===== src/rtl/ram_access_ctrl_if.sv =====
// ram_access_ctrl_if: fetch, load/store and RAM signal bundle for ram_access_ctrl.
// master = core plus RAM side (drives requests and ram_data_out).
// slave  = controller (drives grants, responses and the RAM address/data/strobe).
interface ram_access_ctrl_if;
  logic        if_req, if_gnt, if_valid, if_err;
  logic [31:0] if_addr, if_rdata;
  logic        dm_req, dm_we, dm_unsigned, dm_gnt, dm_valid, dm_err;
  logic [1:0]  dm_size;
  logic [31:0] dm_addr, dm_wdata, dm_rdata;
  logic [31:0] ram_addr, ram_data_in, ram_data_out;
  logic        ram_write_control;
  modport master (
    output if_req, if_addr, dm_req, dm_we, dm_addr, dm_size, dm_unsigned, dm_wdata, ram_data_out,
    input  if_gnt, if_valid, if_rdata, if_err, dm_gnt, dm_valid, dm_rdata, dm_err,
           ram_addr, ram_data_in, ram_write_control
  );
  modport slave (
    input  if_req, if_addr, dm_req, dm_we, dm_addr, dm_size, dm_unsigned, dm_wdata, ram_data_out,
    output if_gnt, if_valid, if_rdata, if_err, dm_gnt, dm_valid, dm_rdata, dm_err,
           ram_addr, ram_data_in, ram_write_control
  );
endinterface


===== src/rtl/ram_access_ctrl.sv =====
// ram_access_ctrl: arbitrates a zero-delay single-port RAM between fetch and load/store ports.
// Ports: clock, reset (sync, active-high); bus (ram_access_ctrl_if.slave) carrying the fetch
// request/response, the load/store request/response and the RAM address/data/write strobe.
// Optional ARB_FAIRNESS_EN: after MAX_STALL back-to-back data grants with fetch waiting,
// fetch wins the next arbitration.
module ram_access_ctrl #(
  parameter int RAM_ADDR_SIZE = 16
`ifdef ARB_FAIRNESS_EN
  , parameter int MAX_STALL = 4
`endif
) (
  input logic clock,
  input logic reset,
  ram_access_ctrl_if.slave bus
);
  typedef enum logic [1:0] {IDLE, ACCESS, RMW_WR} state_t;
  state_t r_state, w_next;
  logic r_fetch, r_we, r_unsigned, r_err;
  logic [1:0] r_size;
  logic [31:0] r_addr, r_wdata, r_word;
  logic r_if_valid, r_if_err, r_dm_valid, r_dm_err;
  logic [31:0] r_if_rdata, r_dm_rdata;
  logic w_idle, w_fetch_pri, w_if_gnt, w_dm_gnt, w_if_bad, w_dm_bad, w_rmw, w_wr;
  logic [7:0] w_byte;
  logic [15:0] w_half;
  logic [31:0] w_rd_le, w_load, w_mask, w_merged;
  // RAM lane order is big-endian; the same swap converts both directions.
  function automatic logic [31:0] swap(input logic [31:0] d);
    return {d[7:0], d[15:8], d[23:16], d[31:24]};
  endfunction
  function automatic logic oor(input logic [31:0] a);
    return (a >> RAM_ADDR_SIZE) != 32'd0;
  endfunction
  assign w_idle = r_state == IDLE && !reset;
`ifdef ARB_FAIRNESS_EN
  logic [2:0] r_stall;
  assign w_fetch_pri = r_stall == 3'(MAX_STALL);
  always_ff @(posedge clock)
    r_stall <= (reset || w_if_gnt || !bus.if_req) ? 3'd0 : w_dm_gnt ? r_stall + 3'd1 : r_stall;
`else
  assign w_fetch_pri = 1'b0;
`endif
  assign w_if_gnt = w_idle && bus.if_req && (!bus.dm_req || w_fetch_pri);
  assign w_dm_gnt = w_idle && bus.dm_req && !w_if_gnt;
  assign w_if_bad = bus.if_addr[1:0] != 2'b00 || oor(bus.if_addr);
  assign w_dm_bad = bus.dm_size == 2'b11 || (bus.dm_size == 2'b10 && bus.dm_addr[1:0] != 2'b00) ||
                    (bus.dm_size == 2'b01 && bus.dm_addr[0]) || oor(bus.dm_addr);
  // Fetches are captured as size 10, so only error-free byte/half stores take the RMW path.
  assign w_rmw = !r_fetch && r_we && !r_err && r_size != 2'b10;
  assign w_rd_le = swap(bus.ram_data_out);
  assign w_byte = w_rd_le[{r_addr[1:0], 3'b000} +: 8];
  assign w_half = r_addr[1] ? w_rd_le[31:16] : w_rd_le[15:0];
  assign w_load = r_size == 2'b00 ? {{24{!r_unsigned && w_byte[7]}}, w_byte} :
                  r_size == 2'b01 ? {{16{!r_unsigned && w_half[15]}}, w_half} : w_rd_le;
  assign w_mask = (r_size == 2'b00 ? 32'h0000_00FF : 32'h0000_FFFF) << {r_addr[1:0], 3'b000};
  assign w_merged = (r_word & ~w_mask) | ((r_wdata << {r_addr[1:0], 3'b000}) & w_mask);
  assign w_wr = !reset && !r_fetch && r_we && !r_err &&
                ((r_state == ACCESS && r_size == 2'b10) || r_state == RMW_WR);
  always_ff @(posedge clock)
    r_state <= reset ? IDLE : w_next;
  always_comb
    w_next = r_state == IDLE ? ((w_if_gnt || w_dm_gnt) ? ACCESS : IDLE) :
             (r_state == ACCESS && w_rmw) ? RMW_WR : IDLE;
  always_comb begin
    bus.if_gnt = w_if_gnt;
    bus.dm_gnt = w_dm_gnt;
    bus.if_valid = r_if_valid;
    bus.if_rdata = r_if_rdata;
    bus.if_err = r_if_err;
    bus.dm_valid = r_dm_valid;
    bus.dm_rdata = r_dm_rdata;
    bus.dm_err = r_dm_err;
    bus.ram_addr = (!reset && r_state != IDLE && !r_err) ? {r_addr[31:2], 2'b11} : 32'd0;
    bus.ram_write_control = w_wr;
    bus.ram_data_in = w_wr ? swap(r_state == RMW_WR ? w_merged : r_wdata) : 32'd0;
  end
  always_ff @(posedge clock) begin
    if (reset) begin
      r_fetch <= 1'b0;
      r_we <= 1'b0;
      r_unsigned <= 1'b0;
      r_err <= 1'b0;
      r_size <= 2'b00;
      r_addr <= 32'd0;
      r_wdata <= 32'd0;
    end else if (w_if_gnt || w_dm_gnt) begin
      r_fetch <= w_if_gnt;
      r_we <= w_dm_gnt && bus.dm_we;
      r_unsigned <= bus.dm_unsigned;
      r_err <= w_if_gnt ? w_if_bad : w_dm_bad;
      r_size <= w_if_gnt ? 2'b10 : bus.dm_size;
      r_addr <= w_if_gnt ? bus.if_addr : bus.dm_addr;
      r_wdata <= bus.dm_wdata;
    end
  end
  always_ff @(posedge clock) begin
    if (reset) begin
      r_if_valid <= 1'b0;
      r_if_err <= 1'b0;
      r_if_rdata <= 32'd0;
      r_dm_valid <= 1'b0;
      r_dm_err <= 1'b0;
      r_dm_rdata <= 32'd0;
      r_word <= 32'd0;
    end else begin
      r_if_valid <= r_state == ACCESS && r_fetch;
      r_dm_valid <= (r_state == ACCESS && !r_fetch && !w_rmw) || r_state == RMW_WR;
      if (r_state == ACCESS && r_fetch) begin
        r_if_rdata <= r_err ? 32'd0 : w_rd_le;
        r_if_err <= r_err;
      end
      if (r_state == ACCESS && !r_fetch) begin
        r_dm_rdata <= (r_err || r_we) ? 32'd0 : w_load;
        r_dm_err <= r_err;
        r_word <= w_rd_le;
      end
      if (r_state == RMW_WR) begin
        r_dm_rdata <= 32'd0;
        r_dm_err <= 1'b0;
      end
    end
  end
endmodule


===== src/flat_wrapper.sv =====
// flat-port wrapper written by rule: the top's interface ports become plain ports
module ram_access_ctrl_flat 
#(
  parameter int RAM_ADDR_SIZE = 16

)
  (clock, reset, bus_if_req, bus_if_addr, bus_dm_req, bus_dm_we, bus_dm_addr, bus_dm_size, bus_dm_unsigned, bus_dm_wdata, bus_ram_data_out, bus_if_gnt, bus_if_valid, bus_if_rdata, bus_if_err, bus_dm_gnt, bus_dm_valid, bus_dm_rdata, bus_dm_err, bus_ram_addr, bus_ram_data_in, bus_ram_write_control);
  ram_access_ctrl_if bus_i ();
  input logic clock;
  input logic reset;
  input wire logic [$bits(bus_i.if_req)-1:0] bus_if_req;
  input wire logic [$bits(bus_i.if_addr)-1:0] bus_if_addr;
  input wire logic [$bits(bus_i.dm_req)-1:0] bus_dm_req;
  input wire logic [$bits(bus_i.dm_we)-1:0] bus_dm_we;
  input wire logic [$bits(bus_i.dm_addr)-1:0] bus_dm_addr;
  input wire logic [$bits(bus_i.dm_size)-1:0] bus_dm_size;
  input wire logic [$bits(bus_i.dm_unsigned)-1:0] bus_dm_unsigned;
  input wire logic [$bits(bus_i.dm_wdata)-1:0] bus_dm_wdata;
  input wire logic [$bits(bus_i.ram_data_out)-1:0] bus_ram_data_out;
  output wire logic [$bits(bus_i.if_gnt)-1:0] bus_if_gnt;
  output wire logic [$bits(bus_i.if_valid)-1:0] bus_if_valid;
  output wire logic [$bits(bus_i.if_rdata)-1:0] bus_if_rdata;
  output wire logic [$bits(bus_i.if_err)-1:0] bus_if_err;
  output wire logic [$bits(bus_i.dm_gnt)-1:0] bus_dm_gnt;
  output wire logic [$bits(bus_i.dm_valid)-1:0] bus_dm_valid;
  output wire logic [$bits(bus_i.dm_rdata)-1:0] bus_dm_rdata;
  output wire logic [$bits(bus_i.dm_err)-1:0] bus_dm_err;
  output wire logic [$bits(bus_i.ram_addr)-1:0] bus_ram_addr;
  output wire logic [$bits(bus_i.ram_data_in)-1:0] bus_ram_data_in;
  output wire logic [$bits(bus_i.ram_write_control)-1:0] bus_ram_write_control;
  assign bus_i.if_req = bus_if_req;
  assign bus_i.if_addr = bus_if_addr;
  assign bus_i.dm_req = bus_dm_req;
  assign bus_i.dm_we = bus_dm_we;
  assign bus_i.dm_addr = bus_dm_addr;
  assign bus_i.dm_size = bus_dm_size;
  assign bus_i.dm_unsigned = bus_dm_unsigned;
  assign bus_i.dm_wdata = bus_dm_wdata;
  assign bus_i.ram_data_out = bus_ram_data_out;
  assign bus_if_gnt = bus_i.if_gnt;
  assign bus_if_valid = bus_i.if_valid;
  assign bus_if_rdata = bus_i.if_rdata;
  assign bus_if_err = bus_i.if_err;
  assign bus_dm_gnt = bus_i.dm_gnt;
  assign bus_dm_valid = bus_i.dm_valid;
  assign bus_dm_rdata = bus_i.dm_rdata;
  assign bus_dm_err = bus_i.dm_err;
  assign bus_ram_addr = bus_i.ram_addr;
  assign bus_ram_data_in = bus_i.ram_data_in;
  assign bus_ram_write_control = bus_i.ram_write_control;
  ram_access_ctrl #(.RAM_ADDR_SIZE(RAM_ADDR_SIZE)) u_core (.clock(clock), .reset(reset), .bus(bus_i));
endmodule

===== config.mk =====
export PLATFORM = sky130hd
export DESIGN_NAME = ram_access_ctrl_flat
export DESIGN_NICKNAME = d
export VERILOG_FILES = /design/src/rtl/ram_access_ctrl_if.sv /design/src/rtl/ram_access_ctrl.sv /design/src/flat_wrapper.sv
export SDC_FILE = /design/constraint.sdc
export NUM_CORES = 1
export LEC_CHECK = 0
export ABC_AREA = 1
export CAP_MARGIN = 20
export CORE_UTILIZATION = 51
export CTS_BUF_LIST = sky130_fd_sc_hd__clkbuf_4 sky130_fd_sc_hd__clkbuf_8 sky130_fd_sc_hd__clkbuf_16
export CTS_CLUSTER_DIAMETER = 50
export CTS_CLUSTER_SIZE = 20
export DETAILED_ROUTE_END_ITERATION = 16
export GPL_TIMING_DRIVEN = 0
export PLACE_DENSITY = 0.88
export SYNTH_ARGS = -nofsm -noshare
export SYNTH_HDL_FRONTEND = slang
export SYNTH_SLANG_ARGS = --single-unit

===== constraint.sdc =====
create_clock -name clock -period 2.7 [get_ports clock]
set_input_delay 0.405 -clock clock [delete_from_list [all_inputs] [get_ports clock]]
set_output_delay 0.405 -clock clock [all_outputs]
set_load 0.02 [all_outputs]

# [Word-level counts from Yosys, hierarchy flattened]
# Index checks and enable logic that the tools add are counted.
# W data, S select, Z words.
[totals] elab_cells=92 out_inout_bits=135 register_bits=172
[classes] eq_ne=8 bitwise=4 n_reduce_logical=47 mux=15 n_shift=3
[ops] op="$mux W32" n=8
[ops] op="$and A32 B32 Y32" n=2
[ops] op="$reduce_bool A32 Y1" n=2
[ops] op="$shl A32 B5 Y32" n=2
[ops] op="$mux W16" n=2
[ops] op="$not A32 Y32" n=1
[ops] op="$or A32 B32 Y32" n=1
[ops] op="$shiftx A32 B6 Y8" n=1
[ops] op="$logic_and A1 B1 Y1" n=24
[ops] op="$eq A2 B2 Y1 const B" n=4
[ops] op="$logic_or A1 B1 Y1" n=8
[ops] op="$logic_not A1 Y1" n=7
[ops] op="$eq A2 B1 Y1 const B" n=3
[ops] op="$mux W2" n=3
[ops] op="$reduce_bool A2 Y1" n=3
[ops] op="$logic_not A2 Y1" n=2
[ops] op="$mux W1" n=2
[ops] op="$ne A2 B2 Y1 const B" n=1
[ops] op="$reduce_or A2 Y1" n=1

# [Longest topological paths before layout]
# Gate-level depths: netlist (run 1).
[depth] depth_word=9 depth_mapped=11 depth_no_buf=9

# [Worst setup path before layout (run 1)]
# Ideal clock, no wire load.
[synth_timing] kind="reg2out" startpoint="reg u_core.r_state[0]" endpoint="out bus_ram_addr[10]" path_slack_ps=630 path_buffers=1 arrival_time_ps=1665 path_stages_with_launch=6 cell_sequence="dfxtp_1 nor2_4 nor3_1 inv_1 clkbuf_1 nor2_1"
[synth_via] elab_chain_cells=4
[synth_lines] element="from (decl)" line_no="ram_access_ctrl.sv:17" rtl="state_t r_state, w_next;"
[synth_lines] element="from (signal assigned)" line_no="ram_access_ctrl.sv:60" rtl="r_state <= reset ? IDLE : w_next;"
[synth_lines] element="$reduce_bool A2 Y1" line_no="ram_access_ctrl.sv:73" rtl="bus.ram_addr = (!reset && r_state != IDLE && !r_err) ? {r_addr[31:2], 2'b11} : 32'd0;"
[synth_lines] element="$logic_and A1 B1 Y1 (2 in series)" line_no="ram_access_ctrl.sv:73"
[synth_lines] element="$mux W32" line_no="ram_access_ctrl.sv:73"
[synth_lines] element="to (decl)" line_no="flat_wrapper.sv:28" rtl="output wire logic [$bits(bus_i.ram_addr)-1:0] bus_ram_addr;"
# No other way between the ends.

# [Worst setup path in the final report (run 1)]
[layout_timing] startpoint="reg u_core.r_addr[1]" endpoint="out bus_ram_data_in[12]"
[layout_via] elab_chain_cells=6
[layout_lines] element="from (decl)" line_no="ram_access_ctrl.sv:20" rtl="logic [31:0] r_addr, r_wdata, r_word;"
[layout_lines] element="from (signal assigned)" line_no="ram_access_ctrl.sv:92" rtl="r_addr <= w_if_gnt ? bus.if_addr : bus.dm_addr;"
[layout_lines] element="$shl A32 B5 Y32" line_no="ram_access_ctrl.sv:55" rtl="assign w_mask = (r_size == 2'b00 ? 32'h0000_00FF : 32'h0000_FFFF) << {r_addr[1:0], 3'b000};"
[layout_lines] element="$not A32 Y32" line_no="ram_access_ctrl.sv:56" rtl="assign w_merged = (r_word & ~w_mask) | ((r_wdata << {r_addr[1:0], 3'b000}) & w_mask);"
[layout_lines] element="$and A32 B32 Y32" line_no="ram_access_ctrl.sv:56"
[layout_lines] element="$or A32 B32 Y32 *" line_no="ram_access_ctrl.sv:56"
[layout_lines] element="$mux W32 * (2 in series)" line_no="ram_access_ctrl.sv:75" rtl="bus.ram_data_in = w_wr ? swap(r_state == RMW_WR ? w_merged : r_wdata) : 32'd0;"
[layout_lines] element="to (decl)" line_no="flat_wrapper.sv:29" rtl="output wire logic [$bits(bus_i.ram_data_in)-1:0] bus_ram_data_in;"
# Mark *: on every way between the ends. The rest lies on a longest branch, timed or not.

==> out/results.txt, run 1 <==
Status -> finished clean
Mapped Nets -> 1467
CTS tree -> done
Fin crit period -> 2.64 ns
Avg Synthesized Cell Area -> 6.53 um^2
Levels on crit path -> 9
Final ANT Viol Nets -> 0
Routed len/inst -> 17.0 um
Final Hold Fails -> 0
Die height -> 133 um
Worst path cell trace -> buf_6, inv_2, buf_6, buf_4, a22oi_2, nand3_2, a21oi_2, nor2_1, dlygate4sd2_1
Global-route wire length before repair -> 48500 um
Max Freq -> 0.379 GHz
Slew margin rel. -> 52.9%
Slowest-stage cell, CP -> dfxtp_1
Full die area -> 0.0176 mm^2
Number of synthesis warnings -> 0
CTS H-tree depth -> 4
Overflow after GRT -> 0
Compound-Gate Fraction of Synth Area -> 18.2%
Starting Density -> 52.4%
Startpoint types -> register
Worst R2R Start -> u_core.r_state[0]
Largest stage delay, worst path -> 0.33 ns
Clock slew at reported path FFs -> 0.07 ns
Clk sinks -> 172
Yosys cell types -> 31
Largest family of logic cells by synthesized area -> simple AND/OR/NAND/NOR gates
Area growth syn-to-layout -> 42.5%
Finished Layout Cells -> 1855
Adder-cell area share of the yosys netlist -> 0%
Least-Margin Pin Slew -> 0.707 ns
Initial DRC Count -> 988
Row cnt -> 47
DRC -> 0
Synth top area share -> 39.6%
Register area share after synthesis -> 39.6%
Mux cell area share after synthesis -> 0%
Crit path top cell by count -> buf_6
Post-Synthesis Cell Area -> 0.00869 mm^2
Vias in the first global route -> 9397
Flops & latches, synth -> 172
Max cap viols -> 0
Floorplan die width -> 133 um
Buffers on Ports -> 270
Skew final -> 0.00744 ns
Worst r2r dst -> u_core.bus.if_rdata[25]
Worst r2r path cells -> 7
Final HPWL from detailed placement -> 23300 um
Critical Path End Type -> output pin
Required @ worst endpoint -> 2.30 ns
Crit path to -> bus_ram_data_in[12]
Crit path kind -> register to output pin
Main synth FF type -> dfxtp_1
Io pins -> 271
DR pass1 iterations -> 6
Share of layout cells above drive strength 1 -> 8.62%
Total core area -> 0.0166 mm^2
Initial antenna violation count -> 0
Cells after Synth -> 1331
Nets -> 1758
Synth area leader -> dfxtp_1
Area after DPL -> 0.0117 mm^2
Post-synthesis xor/xnor area fraction -> 0%
Worst path bufs/invs -> 5
Vias -> 10100
WP data arrival -> 2.24 ns
ANT cells -> 0
Clock tree buffer depth -> 2
Fillers -> 1400
CTS buffer count -> 17
Post-route cell area -> 0.0124 mm^2
Reg2Reg Setup Slack -> 0.87 ns
Placed cell count -> 1821
Largest net degree at the start of global routing -> 17
Delay-heaviest family, CP -> buffers and inverters
Pre-CTS WS -> -0.251 ns
Max VDD drop -> 0.537 mV
Worst hold path depth -> 2
Fin crit share -> 97.8%
Setup slack after layout -> 0.0581 ns
Clock latency at the later pin of the worst-skew pair -> 0.44 ns
Via/cell ratio -> 5.47
Pwr dens -> 575 mW/mm^2
Top post-synthesis cells by area -> dfxtp_1, nand2_1, a21oi_1
Setup violators final -> 0
Gr usage total -> 35.4%
LEAKAGE -> 0.00584 uW
Register area -> 0.00344 mm^2
Peak fanout along the critical path -> 10
Slew Limit Fails -> 0
Root Driver -> clkbuf_16
Synth Area in Simple Gates -> 29.9%
Multi-input logic area -> 0.00425 mm^2
Worst hold path class -> register to register
Routability congestion estimate -> 0.972
Worst setup path startpoint -> u_core.r_addr[1]
Number of synthesized flops with an enable pin -> 0
WL final -> 31500 um
Async S/R FF share, synth -> 0%
==> what timing repair did <==
action	in CTS	in global routing
buffers inserted	2	0
pin swaps	2	0
hold buffers	0	0
gates resized for setup	64	67
endpoints found under the setup margin	64	46
==> stage by stage <==
step	total power [uW]	util (%)	hold WS [ns]	setup TNS, ns
3_3_place_gp	4420	70.3	0.443	-6.68
6_report	7110	74.6	0.462	0
3_5_place_dp	4450	70.3	0.451	-6.96
4_1_cts	7060	74.3	0.459	0
5_1_grt	7360	74.6	0.477	-0.00202
2_1_floorplan	3780	-	0.430	0
==> cell families (layout without fill, tap and decap cells) <==
kind of cell    count (synthesis)  count (layout)
compound gates                289             289
buf+inv                       244             548
flops                         172             172
simple gates                  626             626
==> tightest hold or removal path, stage by stage (launching register included) <==
cell,delay (ns)
dfxtp_1,0.30
inv_1,0.06
a21oi_1,0.06
==> cells in the mapped netlist (9+ instances only) <==
library cell	number
inv_1	145
a211oi_1	9
clkbuf_1	38
nand3_1	107
o211ai_1	34
a21oi_1	129
nand2_1	347
buf_2	22
o21ai_0	103
inv_2	11
nor2_1	149
buf_1	9
dfxtp_1	172
==> sequential cells by signal (all words and copies together) (netlist names), 2 cells and up <==
| name | cells |
|---|---|
| u_core.bus.if_rdata | 32 |
| u_core.r_addr | 32 |
| u_core.r_state | 2 |
| u_core.bus.dm_rdata | 32 |
| u_core.r_word | 32 |
| u_core.r_size | 2 |
| u_core.r_wdata | 32 |
==> how the worst min path moves through the flow <==
stage	start	endpoint	slack, ns
6_report	u_core.r_word[23]	u_core.r_word[23]	0.46
5_1_grt	u_core.bus.if_rdata[22]	u_core.bus.if_rdata[22]	0.48
4_1_cts	u_core.r_word[28]	u_core.r_word[28]	0.46
3_5_place_dp	u_core.r_word[28]	u_core.r_word[28]	0.45
3_3_place_gp	u_core.r_word[28]	u_core.r_word[28]	0.44
2_1_floorplan	u_core.r_word[25]	u_core.r_word[25]	0.43
==> routing by layer <==
layer | wire length, um | track usage, % | vias to the layer above | part of all wire (%)
li1 | - | - | 4838 | -
met1 | 12100 | 42.5 | 4635 | 38
met5 | 0 | 0 | - | 0
met4 | 1220 | 17.4 | 0 | 3.9
met3 | 2970 | 7.89 | 113 | 9.4
met2 | 15200 | 59.8 | 561 | 48
==> power breakdown <==
| group | switching (uW) | leakage (uW) | internal (uW) |
|---|---|---|---|
| sequential | 119 | 0.00141 | 2750 |
| clock | 1120 | 0.000301 | 1520 |
| combinational | 959 | 0.00413 | 647 |
| total | 2200 | 0.00584 | 4910 |
==> layout make-up <==
| type | instances | area share, % |
|---|---|---|
| inverters | 156 | 4.73 |
| clock buffers | 19 | 3.61 |
| flip-flops and latches | 172 | 27.8 |
| plain buffers | 88 | 4.10 |
| repair buffers | 272 | 21.8 |
| multi-input cells | 915 | 34.3 |
| well taps | 220 | 2.22 |
| clock inverters | 13 | 1.44 |
==> cells in the final DEF (no fill, tap or decap), types with 7 or more instances in the layout <==
cell type        instances
buf_4                   10
dfxtp_1                171
dlymetal6s2s_1          25
inv_2                   11
inv_1                  145
clkbuf_2                17
a21oi_1                127
o21ai_0                103
clkdlybuf4s50_1        206
buf_2                   25
dlygate4sd2_1           26
nor2_1                 149
nand3_1                106
a211oi_1                 8
o211ai_1                34
nand2_2                  7
buf_1                    7
clkbuf_1                27
clkbuf_16               17
nand2_1                347
Note: power is estimated with default switching activity, not from simulation.
==> run 2: changes to the inputs <==
Settings changed: CELL_PAD_IN_SITES_DETAIL_PLACEMENT set to 1, CELL_PAD_IN_SITES_GLOBAL_PLACEMENT set to 2, CORE_UTILIZATION 51 to 26, PLACE_DENSITY 0.88 to 0.87.
==> run 2 against run 1 <==
Against the previous run: flip-flop and latch count unchanged; largest power group is now the clock network; first-iteration DRC count is 53% lower; critical path type unchanged; maximum frequency is 0.16% higher; sequential share of layout area fell by 0.51 points.
==> out/results.txt, run 2 (synthesis results as in run 1) <==
Status -> finished clean
Gr usage total -> 22.2% (-13 points)
Placed cell count -> 2043 (+12%)
Reg2Reg Setup Slack -> 0.90 ns (+0.03 ns)
Pre-CTS WS -> -0.483 ns (-0.232 ns)
Largest net degree at the start of global routing -> 17 (unchanged)
Register area -> 0.00345 mm^2 (+0.11%)
Floorplan die width -> 185 um (+39%)
Finished Layout Cells -> 2075 (+12%)
Share of layout cells above drive strength 1 -> 9.68% (+1.1 points)
Vias in the first global route -> 9943 (+5.8%)
Peak fanout along the critical path -> 10 (unchanged)
Part of the power in registers -> 38.7% (-1.6 points)
Overflow after GRT -> 0 (unchanged)
Skew final -> 0.0135 ns (+0.00610 ns)
Row cnt -> 66 (+40%)
Slowest-stage cell, CP -> dlygate4sd2_1
Starting Density -> 26.6% (-26 points)
Clock latency at the later pin of the worst-skew pair -> 0.44 ns (about the same)
Switching share of power -> 30.3% (-0.66 points)
Final HPWL from detailed placement -> 29400 um (+26%)
Setup violators final -> 0 (unchanged)
Comb power frac -> 22.2% (-0.4 points)
Slew margin rel. -> 52.8% (-0.070 points)
Internal Pwr Total -> 5160 uW (+5.1%)
Routability congestion estimate -> 0.846 (-13%)
CTS H-tree depth -> 4 (unchanged)
LEAKAGE -> 0.00549 uW (-5.9%)
Fin crit period -> 2.64 ns (-0.00421 ns)
DR pass1 iterations -> 5 (-1)
RSZ-0062 raised after global routing -> yes
Largest stage delay, worst path -> 0.33 ns (about the same)
Setup slack after layout -> 0.0623 ns (+0.00421 ns)
Slew Limit Fails -> 0 (unchanged)
Total negative slack -> 0 ns (unchanged)
CTS tree -> done
CTS buffer count -> 17 (unchanged)
Routed len/inst -> 18.2 um (+7.4%)
Max Freq -> 0.379 GHz (+0.16%)
Full die area -> 0.0342 mm^2 (+94%)
Nets -> 1757 (-0.057%)
Multi-input logic area -> 0.00426 mm^2 (+0.44%)
Fillers -> 4212 (+200%)
Startpoint types -> register
Max VDD drop -> 0.464 mV (-14%)
Io pins -> 271 (unchanged)
Worst hold path class -> register to register
Die height -> 185 um (+39%)
Initial DRC Count -> 467 (-53%)
ANT cells -> 0 (unchanged)
Via/cell ratio -> 4.70 (-14%)
Required @ worst endpoint -> 2.30 ns (about the same)
Final ANT Viol Nets -> 0 (unchanged)
Root Driver -> clkbuf_16
Global-route wire length before repair -> 57000 um (+18%)
Psw -> 2240 uW (+1.9%)
Least-Margin Pin Slew -> 0.708 ns (+0.00105 ns)
Delay-heaviest family, CP -> buffers and inverters
Critical Path End Type -> output pin
Pwr dens -> 587 mW/mm^2 (+2.1%)
Clk sinks -> 172 (unchanged)
Vias -> 9757 (-3.8%)
Most frequent cells in the layout -> nand2_1, clkdlybuf4s50_1, dfxtp_1, nor2_1, inv_1
Max cap viols -> 0 (unchanged)
Total core area -> 0.0327 mm^2 (+97%)
Worst path cell trace -> clkbuf_4, inv_4, clkbuf_4, a22oi_2, nand3_1, a21oi_1, nor2_1, dlygate4sd2_1
Crit path top cell by count -> clkbuf_4
WP data arrival -> 2.23 ns (about the same)
Crit path kind -> register to output pin
Clock power frac -> 39.1% (+2.0 points)
Initial antenna violation count -> 0 (unchanged)
Most common cell after layout, fill and taps aside -> nand2_1
Final Hold Fails -> 0 (unchanged)
Worst path bufs/invs -> 4 (-1)
Area growth syn-to-layout -> 45.3%
Fin util -> 38.6% (-36 points)
Buffers on Ports -> 270 (unchanged)
Fin crit share -> 97.7% (-0.16 points)
DRC -> 0 (unchanged)
Final Power -> 7410 uW (+4.1%)
Clock slew at reported path FFs -> 0.07 ns (about the same)
WL final -> 37800 um (+20%)
Clock tree buffer depth -> 2 (unchanged)
run 2: layout make-up:
cell class              instances  share of cell area [%]
multi-input cells             915                    33.8
flip-flops and latches        172                    27.3
repair buffers                272                    20.4
inverters                     156                    4.68
well taps                     442                    4.38
plain buffers                  87                    4.04
clock buffers                  18                    3.48
clock inverters                13                    1.89
run 2: timing repair:
item                       CTS  global route
pin swaps                    3             4
setup buffers                1             1
hold buffers                 0             0
setup endpoints to repair   64            34
resized for setup          121            53
run 2: path summary, 6_finish.rpt:
path | start | endpoint | depth (start not counted)
max | u_core.r_addr[0] | bus_ram_data_in[10] | 8
min reg2reg | u_core.bus.dm_rdata[28] | u_core.bus.dm_rdata[28] | 2
min | u_core.bus.dm_rdata[28] | u_core.bus.dm_rdata[28] | 2
max reg2reg | u_core.r_state[1] | u_core.r_err | 7
run 2: through the flow:
step / instance area, um^2 / hold WS, ns
finish: 12600 / 0.464
floorplan: 8690 / 0.430
detailed placement: 11900 / 0.457
global route: 12600 / 0.479
global placement: 11900 / 0.450
CTS: 12600 / 0.464
run 2: power by group through the flow:
stage | Clock (uW) | Sequential (uW) | Combinational, uW
after floorplan | 0 | 2950 | 829
after global placement | 0 | 2910 | 1600
after detailed placement | 0 | 2920 | 1620
after CTS | 2940 | 2860 | 1640
after global routing | 3050 | 2890 | 1810
final | 2900 | 2870 | 1650
run 2: metal layers:
metal,wire length [um],global-route usage (%),share of wire (%)
met3,1980,4.56,5.2
met1,16600,27.4,44
met2,18700,39.2,49
met5,0,0,0
met4,501,5.09,1.3
run 2: worst min-delay path: stages, from the launching register on:
cell and delay, ns:
dfxtp_1 0.31, nand2_1 0.06, a21oi_1 0.05
